**config.mk**
```make
export PLATFORM = sky130hd
export DESIGN_NAME = prog_sequencer
export DESIGN_NICKNAME = d
export VERILOG_FILES = /design/src/rtl/seq_pkg.sv /design/src/rtl/next_pc_calc.sv /design/src/rtl/prog_sequencer.sv
export SDC_FILE = /design/constraint.sdc
export NUM_CORES = 1
export LEC_CHECK = 0
export CORE_ASPECT_RATIO = 0.9
export CORE_MARGIN = 5
export CORE_UTILIZATION = 45
export DETAILED_ROUTE_END_ITERATION = 8
export PLACE_DENSITY = 0.84
export SKIP_LAST_GASP = 1
export SYNTH_ARGS = -nofsm -noshare
export SYNTH_HDL_FRONTEND = slang
export SYNTH_SLANG_ARGS = --single-unit
```
**constraint.sdc**
```tcl
create_clock -name Clk -period 2.5 [get_ports Clk]
set_clock_uncertainty 0.05 [all_clocks]
set_input_delay 0.375 -clock Clk [delete_from_list [all_inputs] [get_ports Clk]]
set_output_delay 0.375 -clock Clk [all_outputs]
set_load 0.02 [all_outputs]
```
**src/rtl/seq_pkg.sv**
```systemverilog
// Shared types and default widths for the program sequencer.
package seq_pkg;

  localparam int unsigned DefaultPcW  = 10;
  localparam int unsigned DefaultCntW = 16;

  typedef enum logic [2:0] {
    StIdle,
    StFetch,
    StExec,
    StMemWait,
    StDone
  } seq_state_e;

endpackage

```
**src/rtl/next_pc_calc.sv**
```systemverilog
// Branch-condition evaluation and next-PC selection (purely combinational).
module next_pc_calc #(
  parameter int unsigned PC_W = seq_pkg::DefaultPcW
) (
  input  logic [PC_W-1:0] pc,
  input  logic            abs_branch,
  input  logic            rel_branch,
  input  logic            branch_invert,
  input  logic            branch_flag,
  input  logic            zero_flag,
  input  logic            neg_flag,
  input  logic [PC_W-1:0] abs_target,
  input  logic [7:0]      rel_offset,
  output logic [PC_W-1:0] next_pc
);

  logic            taken;
  logic [PC_W-1:0] rel_ext;

  // Absolute beats relative; all sums wrap at PC_W bits.
  always_comb begin
    taken   = (branch_flag ? neg_flag : zero_flag) ^ branch_invert;
    rel_ext = PC_W'($signed(rel_offset));
    next_pc = pc + PC_W'(1);
    if (abs_branch && taken) begin
      next_pc = abs_target;
    end else if (rel_branch && taken) begin
      next_pc = pc + rel_ext;
    end
  end

endmodule

```
**src/rtl/prog_sequencer.sv**
```systemverilog
// Program sequencer: fetch/execute FSM, PC register and retired-instruction counter.
module prog_sequencer
  import seq_pkg::*;
#(
  parameter int unsigned PC_W  = DefaultPcW,
  parameter int unsigned CNT_W = DefaultCntW
) (
  input  logic             Clk,
  input  logic             Reset_n,
  input  logic             Start,
  input  logic             AbsBranch,
  input  logic             RelBranch,
  input  logic             BranchInvert,
  input  logic             BranchFlag,
  input  logic             ZeroFlag,
  input  logic             NegFlag,
  input  logic [PC_W-1:0]  AbsTarget,
  input  logic [7:0]       RelOffset,
  input  logic             MemReq,
  input  logic             MemAck,
  input  logic             HaltInstr,
  output logic [PC_W-1:0]  PC,
  output logic             IrLoad,
  output logic             Commit,
  output logic             Busy,
  output logic             Done,
  output logic [CNT_W-1:0] InstrCount
);

  seq_state_e       state_q;
  logic [PC_W-1:0]  pc_q;
  logic [PC_W-1:0]  next_pc;
  logic [CNT_W-1:0] cnt_q;
  logic [CNT_W-1:0] cnt_inc;

  next_pc_calc #(
    .PC_W(PC_W)
  ) u_next_pc_calc (
    .pc           (pc_q),
    .abs_branch   (AbsBranch),
    .rel_branch   (RelBranch),
    .branch_invert(BranchInvert),
    .branch_flag  (BranchFlag),
    .zero_flag    (ZeroFlag),
    .neg_flag     (NegFlag),
    .abs_target   (AbsTarget),
    .rel_offset   (RelOffset),
    .next_pc      (next_pc)
  );

  // Saturating increment of the retired-instruction counter.
  always_comb begin
    cnt_inc = (&cnt_q) ? cnt_q : cnt_q + CNT_W'(1);
  end

  // Sequencer FSM with PC and counter updates.
  always_ff @(posedge Clk or negedge Reset_n) begin
    if (!Reset_n) begin
      state_q <= StIdle;
      pc_q    <= '0;
      cnt_q   <= '0;
    end else begin
      unique case (state_q)
        StIdle: begin
          if (Start) begin
            pc_q    <= '0;
            cnt_q   <= '0;
            state_q <= StFetch;
          end
        end
        StFetch: begin
          state_q <= StExec;
        end
        StExec: begin
          if (HaltInstr) begin
            cnt_q   <= cnt_inc;
            state_q <= StDone;
          end else if (MemReq) begin
            // PC and count advance only once the memory access completes.
            state_q <= StMemWait;
          end else begin
            pc_q    <= next_pc;
            cnt_q   <= cnt_inc;
            state_q <= StFetch;
          end
        end
        StMemWait: begin
          if (MemAck) begin
            pc_q    <= pc_q + PC_W'(1);
            cnt_q   <= cnt_inc;
            state_q <= StFetch;
          end
        end
        StDone: begin
          // A new run needs Start to drop first.
          if (!Start) begin
            state_q <= StIdle;
          end
        end
        default: begin
          state_q <= StIdle;
        end
      endcase
    end
  end

  // Output decode from the state register; Commit also qualifies on the halt decode.
  always_comb begin
    PC         = pc_q;
    InstrCount = cnt_q;
    IrLoad     = (state_q == StFetch);
    Commit     = (state_q == StExec) && !HaltInstr;
    Busy       = (state_q == StFetch) || (state_q == StExec) || (state_q == StMemWait);
    Done       = (state_q == StDone);
  end

endmodule

```
# ---- Word-level counts from Yosys, hierarchy flattened
# Index checks and enable logic that the tools add are counted.
dict set report totals {
  ff_bits 29
  inputBits 30
  out_inout_bits 30
  elab_cells 49
}
dict set report op_classes {
  addsub 3
  eq_ne 10
  mux 20
  bitwise 1
  n_reduce_logical 12
}
# op n
set ops {}
lappend ops {{16-bit 2-to-1 mux} 5}
lappend ops {{10-bit 2-to-1 mux} 6}
lappend ops {{16-bit case mux with 3 select lines} 1}
lappend ops {{10-bit case mux with 3 select lines} 1}
lappend ops {{16-bit by 1-bit adder with 16-bit output (second input constant)} 1}
lappend ops {{16-bit AND reduction} 1}
lappend ops {{3-bit case mux with 5 select lines} 1}
lappend ops {{3-bit 2-to-1 mux} 4}
lappend ops {{10-bit by 1-bit adder with 10-bit output (second input constant)} 1}
lappend ops {{10-bit adder} 1}
lappend ops {{2-bit inequality test (second input constant)} 5}
lappend ops {{3-bit by 2-bit equality test with 1-bit output (second input constant)} 2}
lappend ops {{5-bit AND reduction} 1}
lappend ops {{4-bit AND reduction} 1}
lappend ops {{3-bit by 1-bit equality test with 1-bit output (second input constant)} 1}
lappend ops {{3-bit equality test (second input constant)} 1}
lappend ops {{1-bit logical AND} 3}
lappend ops {{3-bit logical NOT} 1}
lappend ops {{3-bit inequality test (second input constant)} 1}
lappend ops {{3-bit AND reduction} 1}
lappend ops {{3-bit nonzero test} 1}
lappend ops {{1-bit logical OR} 2}
lappend ops {{2-bit 2-to-1 mux} 1}
lappend ops {{1-bit logical NOT} 1}
lappend ops {{other kinds (2)} 2}

# ---- Longest topological paths before layout
# Gate-level depths: netlist of the first run.
dict set report depth {
  depth_word 8
  depth_mapped 9
  depth_no_buf 9
}

# ---- Cells and area by module
# From an unflattened synthesis of the first run, not the netlist that was laid out.
dict set report hier_totals {
  cells_unflattened 299
  hier_area_um2 2444.8
}
# mod n_inst cells_per_inst area_each_um2 seq_area_each_um2
set modules_own_cells {}
lappend modules_own_cells {prog_sequencer 1 215 1859.3 725.7}
lappend modules_own_cells {next_pc_calc 1 84 585.6 0.0}

# ---- Least setup slack after synthesis of the first run
# Ideal clock, no wire load.
dict set report synth_path {
  path_type {reg2reg}
  startpoint {register pc_q[0] (netlist: PC[0])}
  endpoint {register pc_q[6] (netlist: PC[6])}
  setup_time_ns 0.126
  arrival_time_ns 1.960
  slack_ns 0.364
  stages_incl_launch_ff 10
  n_path_buf 0
  synth_period_minus_slack_ns 2.136
  path_cell_list {dfrtp_1 ha_1 inv_1 fa_1 nor2b_1 o2111ai_1 nand2_1 nor2_1 xnor2_1 a311o_1}
}
dict set report synth_between {
  elab_chain_cells 6
  word_cells_on_any_way 8
  classes_between {add/sub (2); mux (6)}
}
# element line_no
set synth_lines {}
lappend synth_lines {{start: declaration} prog_sequencer.sv:31} ;# logic [PC_W-1:0] pc_q;
lappend synth_lines {{start signal: assignment} prog_sequencer.sv:82} ;# pc_q <= next_pc;
lappend synth_lines {{start signal: assignment} prog_sequencer.sv:89} ;# pc_q <= pc_q + PC_W'(1);
lappend synth_lines {{10-bit by 1-bit adder with 10-bit output / 10-bit adder (equally long branches)} {next_pc_calc.sv:24, prog_sequencer.sv:89, next_pc_calc.sv:28}}
lappend synth_lines {{10-bit 2-to-1 mux} next_pc_calc.sv:27} ;# end else if (rel_branch && taken) begin
lappend synth_lines {{10-bit 2-to-1 mux} next_pc_calc.sv:25} ;# if (abs_branch && taken) begin
lappend synth_lines {{10-bit 2-to-1 mux} prog_sequencer.sv:78} ;# end else if (MemReq) begin
lappend synth_lines {{10-bit 2-to-1 mux} prog_sequencer.sv:75} ;# if (HaltInstr) begin
lappend synth_lines {{10-bit case mux with 3 select lines *} prog_sequencer.sv:63} ;# unique case (state_q)
# Every way passes the cells marked *; elsewhere a longest branch is shown, timed or not. The select of a mux whose other input is x is not followed.
# A chain may end at the register's enable or synchronous reset.

# ---- Worst setup path in the final report of the first run
dict set report layout_path {
  startpoint {register state_q[0]}
  endpoint {output port Commit}
}
dict set report layout_between {
  elab_chain_cells 2
}
# element line_no
set layout_lines {}
lappend layout_lines {{start: declaration} prog_sequencer.sv:30} ;# seq_state_e state_q;
lappend layout_lines {{start signal: assignment} prog_sequencer.sv:59} ;# state_q <= StIdle;
lappend layout_lines {{start signal: assignment} prog_sequencer.sv:68} ;# state_q <= StFetch;
lappend layout_lines {{start signal: assignment} prog_sequencer.sv:72} ;# state_q <= StExec;
lappend layout_lines {{3-bit by 2-bit equality test with 1-bit output} prog_sequencer.sv:112} ;# Commit = (state_q == StExec) && !HaltInstr;
lappend layout_lines {{1-bit logical AND} prog_sequencer.sv:112}
lappend layout_lines {{end: declaration} prog_sequencer.sv:24} ;# output logic Commit,
# Every way passes these cells.

==> results.json, run 1 <==
{
  "ys_seq_elements": 29,
  "yosysSeqAreaShare": 0.3040,
  "cts_made_buffers": 5,
  "hpwlAfterDp_mm": 5.345,
  "grt_overflow_total": 0,
  "startpoint_type": "register",
  "ctsResizeCount": 0,
  "rsz0062_at_grt": "no",
  "cts_hold_buf": 0,
  "seq_area_um2": 725.7,
  "final_antenna_net_count": 0,
  "gp_congestion": 0.9884,
  "wl_mm": 6.841,
  "syn_inst": 287,
  "fin_tns_setup_ps": 0,
  "drv_cap": 0,
  "p_sw_frac": 0.4601,
  "post-route-period-util": 0.9331,
  "ys_async_sr_fraction": 1.000,
  "most-common-layout-cells": "clkdlybuf4s50_1 (59), dfrtp_1 (29), nand2_1 (27)",
  "seqPwrFrac": 0.270,
  "grt_start_max_net_pins": 30,
  "post_cts_buffers": 0,
  "avgSynthCellArea_um2": 8.318,
  "cp-end-kind": "primary output",
  "syn-cell-area_um2": 2387,
  "path_max_fanout": 16,
  "grt_pass1_vias": 2230,
  "combPwrFrac": 0.575,
  "hold_slack_ps": 436.2,
  "final_common_cell": "clkdlybuf4s50_1",
  "clock_sinks": 29,
  "area_delta_synth_final_pct": 34.64,
  "synthDistinctLibCells": 61,
  "fp.dieW_um": 86.78,
  "dieArea_um2": 6864,
  "worstMarginPinSlew_ps": 687.9,
  "finalCriticalPeriod_ps": 2333,
  "power_leakage_nw": 1.325,
  "drt-wirelength-per-cell_um": 16.10,
  "clk_pin_slew_ps": 60,
  "post-route-drc-count": 0,
  "diodes": 0,
  "synth_ff_type": "dfrtp_1",
  "pwr-share-clk": 0.155,
  "synth_nets": 329,
  "post-route-util": 0.6190,
  "nNetsFinal": 399,
  "yosys_warnings": 0,
  "core-area_um2": 5192,
  "boundaryPins": 60,
  "synth_edf_count": 0,
  "fillers": 457,
  "grt_pass1_wl_mm": 11.16,
  "die_h_um": 79.10,
  "drive_above_1_share": 0.08939,
  "p_switching_mw": 1.273,
  "fmax_mhz": 428.7,
  "setup_viol": 0,
  "path_class": "reg -> out",
  "multi_input_area_um2": 1597,
  "first_pass_iters": 5,
  "min_path_type": "in -> async",
  "status": "finished, final reports clean",
  "row_count": 25,
  "antenna_found_initial": 0,
  "ir_worst_vdd_mv": 0.5760,
  "drt_iter0_drc": 363,
  "cts_tree": "done",
  "cts-root-buf": "clkbuf_8",
  "fin_total_pwr_mw": 2.768,
  "insertion_delay_ps": 280,
  "clk_path_buf_depth": 2,
  "internal_power_mw": 1.494,
  "maxSlewHeadroom": 0.5379,
  "portBuffers": 59,
  "gr-usage-all-layers": 0.2032,
  "viasPerCell": 6.054,
  "num_vias": 2573,
  "h-tree-depth": 2,
  "cp.arrival_ps": 1910,
  "drv_slew": 0,
  "cp_data_required_time_ps": 2080,
  "power_density_nw_per_um2": 861.1,
  "initial_utilization": 0.4598,
  "hold_viol": 0
}
## final timing paths
check	from	end	slack [ps]	depth (start not counted)
max reg2reg	PC[0]	PC[6]	350	9
min in group Clk	InstrCount[10]	InstrCount[10]	470	1
max	state_q[0]	Commit	170	4
min	Reset_n	InstrCount[6]	440	2
min reg2reg	InstrCount[10]	InstrCount[10]	470	1
max in group asynchronous	Reset_n	InstrCount[14]	1670	2
## power by group through the flow
stage	logic, mW	registers [mW]	clock network [mW]
after floorplan	0.950	0.778	0
after global placement	1.55	0.747	0
after detailed placement	1.57	0.751	0
after CTS	1.58	0.743	0.435
after global routing	1.75	0.769	0.463
final	1.59	0.747	0.429
## synth_stat cells, types with 2 or more instances
cell / n / share of area
a211oi_1: 2 / 0.0063
a21oi_1: 20 / 0.042
a31oi_1: 4 / 0.010
and2_1: 3 / 0.0079
and3_1: 9 / 0.024
and3b_1: 2 / 0.0073
and4_1: 3 / 0.011
buf_2: 4 / 0.0084
clkbuf_1: 2 / 0.0031
dfrtp_1: 29 / 0.30
ha_1: 11 / 0.058
inv_1: 8 / 0.013
mux2_2: 2 / 0.0094
mux2i_1: 2 / 0.0084
nand2_1: 27 / 0.042
nand2b_1: 4 / 0.010
nand3_1: 12 / 0.025
nand3b_1: 2 / 0.0063
nand4_1: 9 / 0.024
nor2_1: 23 / 0.036
nor2b_1: 5 / 0.013
nor3_1: 9 / 0.019
nor3b_1: 2 / 0.0063
nor4_1: 2 / 0.0052
o2111ai_1: 4 / 0.015
o211ai_1: 6 / 0.019
o21ai_0: 16 / 0.034
o21ai_1: 8 / 0.017
o221ai_1: 4 / 0.015
o31ai_1: 3 / 0.0094
or3_1: 4 / 0.010
xnor2_1: 6 / 0.022
xor2_1: 12 / 0.044
## cells by family after synthesis
group	after synthesis	synth area share
AO/OA/AOI/OAI	85	0.2369
XOR/XNOR	19	0.07285
adder cells (fa/ha/maj)	12	0.06604
buffers and inverters	16	0.02725
flip-flops	29	0.3040
multiplexers	5	0.02725
AND/OR/NAND/NOR	121	0.2657
## state kept, by name (all words and copies together) (netlist names)
| signal | cells |
|---|---|
| PC | 10 |
| InstrCount | 16 |
| state_q | 3 |
## per-stage QoR
stage | instance area [µm²] | instances | setup slack [ps]
finish | 3214 | 425 | 167.1
global route | 3214 | 425 | 32.98
CTS | 3214 | 425 | 173.5
detailed placement | 3113 | 417 | -28.07
global placement | 3113 | 417 | 12.71
floorplan | 2387 | 287 | 363.8
## final cells by class
| cell class | instances | share of cell area |
|---|---|---|
| clock buffers | 7 | 0.02997 |
| clock inverters | 1 | 0.001557 |
| inverters | 9 | 0.01051 |
| multi-input cells | 242 | 0.4967 |
| flip-flops and latches | 29 | 0.2258 |
| well taps | 67 | 0.02608 |
| repair buffers | 70 | 0.2094 |
## critical path: stages (launching register included)
cell and delay, ps:
dfrtp_1 570, inv_2 180, nand2_1 110, nor2_1 150
clkdlybuf4s50_1 630
## layer usage
| metal | vias to the layer above | global-route usage | part of all wire |
|---|---|---|---|
| met5 | - | 0 | 0 |
| li1 | 1225 | - | - |
| met3 | 6 | 0.03216 | 0.078 |
| met1 | 1220 | 0.2982 | 0.44 |
| met4 | 0 | 0.03894 | 0.0076 |
| met2 | 122 | 0.3165 | 0.47 |
Power figures use the tool's default switching activity.
==> run 2: changes to the inputs <==
Settings changed: PLACE_DENSITY 0.84 to 0.87, SETUP_SLACK_MARGIN set to 0.02.
Clock period 2.5 ns to 2.1 ns, I/O delays scaled along.
==> results.json, run 2 (synthesis results as in run 1) <==
{
  "insertion_delay_ps": 290,
  "crit_buf_inv": 1,
  "final_antenna_net_count": 0,
  "path_max_fanout": 2,
  "maxSlewHeadroom": 0.6261,
  "post-route-drc-count": 0,
  "cp_data_required_time_ps": 2220,
  "largest_reg_flops": 16,
  "cp_slowest_cell": "clkdlybuf4s50_1",
  "h-tree-depth": 2,
  "crit_path_end": "PC[7]",
  "grt_pass1_wl_mm": 12.53,
  "dpl_cell_area_um2": 3317,
  "finalCriticalPeriod_ps": 2024,
  "ir_worst_vdd_mv": 0.6685,
  "cts_made_buffers": 5,
  "clock_sinks": 29,
  "power_leakage_nw": 1.521,
  "first_pass_iters": 5,
  "reg2reg_slack_ps": 100,
  "min_path_type": "in -> async",
  "setup_ws_ps": 75.91,
  "cp-end-kind": "register",
  "cts_hold_buf": 0,
  "dp.cells": 444,
  "grt_overflow_total": 0,
  "path_class": "in -> reg",
  "drt_iter0_drc": 299,
  "drv_cap": 0,
  "slowest_delay_ps": 410,
  "area_delta_synth_final_pct": 45.70,
  "clk_path_buf_depth": 2,
  "final_common_cell": "clkdlybuf4s50_1",
  "fp.dieW_um": 86.78,
  "hpwlAfterDp_mm": 5.715,
  "cp_cell_sequence": "clkdlybuf4s50_1 > ha_1 > a2111oi_0 > o21ai_1 > nand2_1 > xor2_1 > o211ai_1 > o2bb2ai_1",
  "drive_above_1_share": 0.1860,
  "wl_mm": 7.677,
  "gr-usage-all-layers": 0.2309,
  "most-common-layout-cells": "clkdlybuf4s50_1 (54), buf_4 (40), nand2_1 (27)",
  "clk_pin_slew_ps": 70,
  "cts_tree": "done",
  "setup_viol": 0,
  "rsz0062_at_grt": "yes",
  "fillers": 455,
  "gp_congestion": 0.9217,
  "dp_slack_ps": -425.7,
  "grt_pass1_vias": 2641,
  "row_count": 25,
  "fmax_mhz": 494.1,
  "boundaryPins": 60,
  "crit_cells": 8,
  "crit_start": "RelOffset[6]",
  "cp_top_family": "compound AO/OA/AOI/OAI gates",
  "portBuffers": 59,
  "status": "finished, final reports clean",
  "initial_utilization": 0.4598,
  "worstReg2RegEnd": "PC[8]",
  "diodes": 0,
  "nNetsFinal": 428,
  "r2r_start": "PC[0]",
  "final_area_um2": 3478,
  "hold_viol": 0,
  "power_density_nw_per_um2": 1046,
  "cts-root-buf": "clkbuf_8",
  "num_vias": 2744,
  "final_cells": 454,
  "antenna_found_initial": 0,
  "core-area_um2": 5192,
  "viasPerCell": 6.044,
  "fin_total_pwr_mw": 3.638,
  "worstMarginPinSlew_ps": 556.5,
  "grt_start_max_net_pins": 30,
  "fin_tns_setup_ps": 0,
  "post-route-period-util": 0.9639,
  "dieArea_um2": 6864,
  "r2r_cells": 9,
  "startpoint_type": "input pin",
  "cp.arrival_ps": 2150,
  "die_h_um": 79.10,
  "drv_slew": 0,
  "drt-wirelength-per-cell_um": 16.91
}
run 2: cell types whose count changed in the layout (fill, tap and decap cells not counted), sizes merged:
cell / previous run / this run
dlymetal6s2s: 0 / 3
buf: 11 / 40
dlygate4sd2: 0 / 2
clkdlybuf4s50: 59 / 54
run 2: through the flow:
step | hold WS (ps) | utilization
finish | 370.0 | 0.6699
global route | 399.4 | 0.6699
CTS | 372.8 | 0.6631
detailed placement | 447.9 | 0.6388
global placement | 442.7 | 0.6388
floorplan | -30.59 | -
run 2: worst register-to-register path, delay by kind of cell, from the launching register on:
family | cells | cell delay (ps)
adders and majority gates | 2 | 570
AOI/OAI and AO/OA | 4 | 570
DFF | 1 | 390
xor gates and xnor gates | 1 | 160
and+or+nand+nor | 1 | 150
buffers and inverters | 1 | 40
run 2: worst min-delay path by stage:
stage / start / to / slack [ps] / cells past startpoint
after CTS: Reset_n / InstrCount[8] / 370 / 2
after detailed placement: InstrCount[10] / InstrCount[10] / 450 / 1
after floorplan: Reset_n / InstrCount[0] / -30 / 0
after global routing: Reset_n / InstrCount[9] / 400 / 2
final: Reset_n / InstrCount[9] / 370 / 2
after global placement: InstrCount[10] / InstrCount[10] / 440 / 1
run 2: what timing repair did:
item                                    4_1_cts  5_1_grt
gates resized for setup                      10        8
endpoints found under the setup margin        6       10
pin swaps                                     8        3
cloned                                        0        0
setup buffers                                 1        1
run 2: area by class of cell:
type | count | area, µm² | area share
Inverter | 9 | 33.78 | 0.009712
Tap cell | 67 | 83.83 | 0.02410
Sequential cell | 29 | 729.5 | 0.2097
Multi-Input combinational cell | 242 | 1634 | 0.4698
Clock inverter | 1 | 5.005 | 0.001439
Clock buffer | 7 | 96.34 | 0.02770
Timing Repair Buffer | 99 | 895.9 | 0.2576
run 2: per-layer routing:
layer / global-route usage / routed length (µm) / vias to the layer above
li1: - / - / 1279
met1: 0.3080 / 3180 / 1314
met2: 0.3494 / 3640 / 130
met3: 0.04772 / 645 / 21
met4: 0.1231 / 210 / 0
met5: 0 / 0 / -
run 2: power by group:
group	switching (mW)	internal, mW	total, mW
sequential	0.156	0.676	0.832
clock	0.228	0.296	0.524
combinational	1.25	1.03	2.28
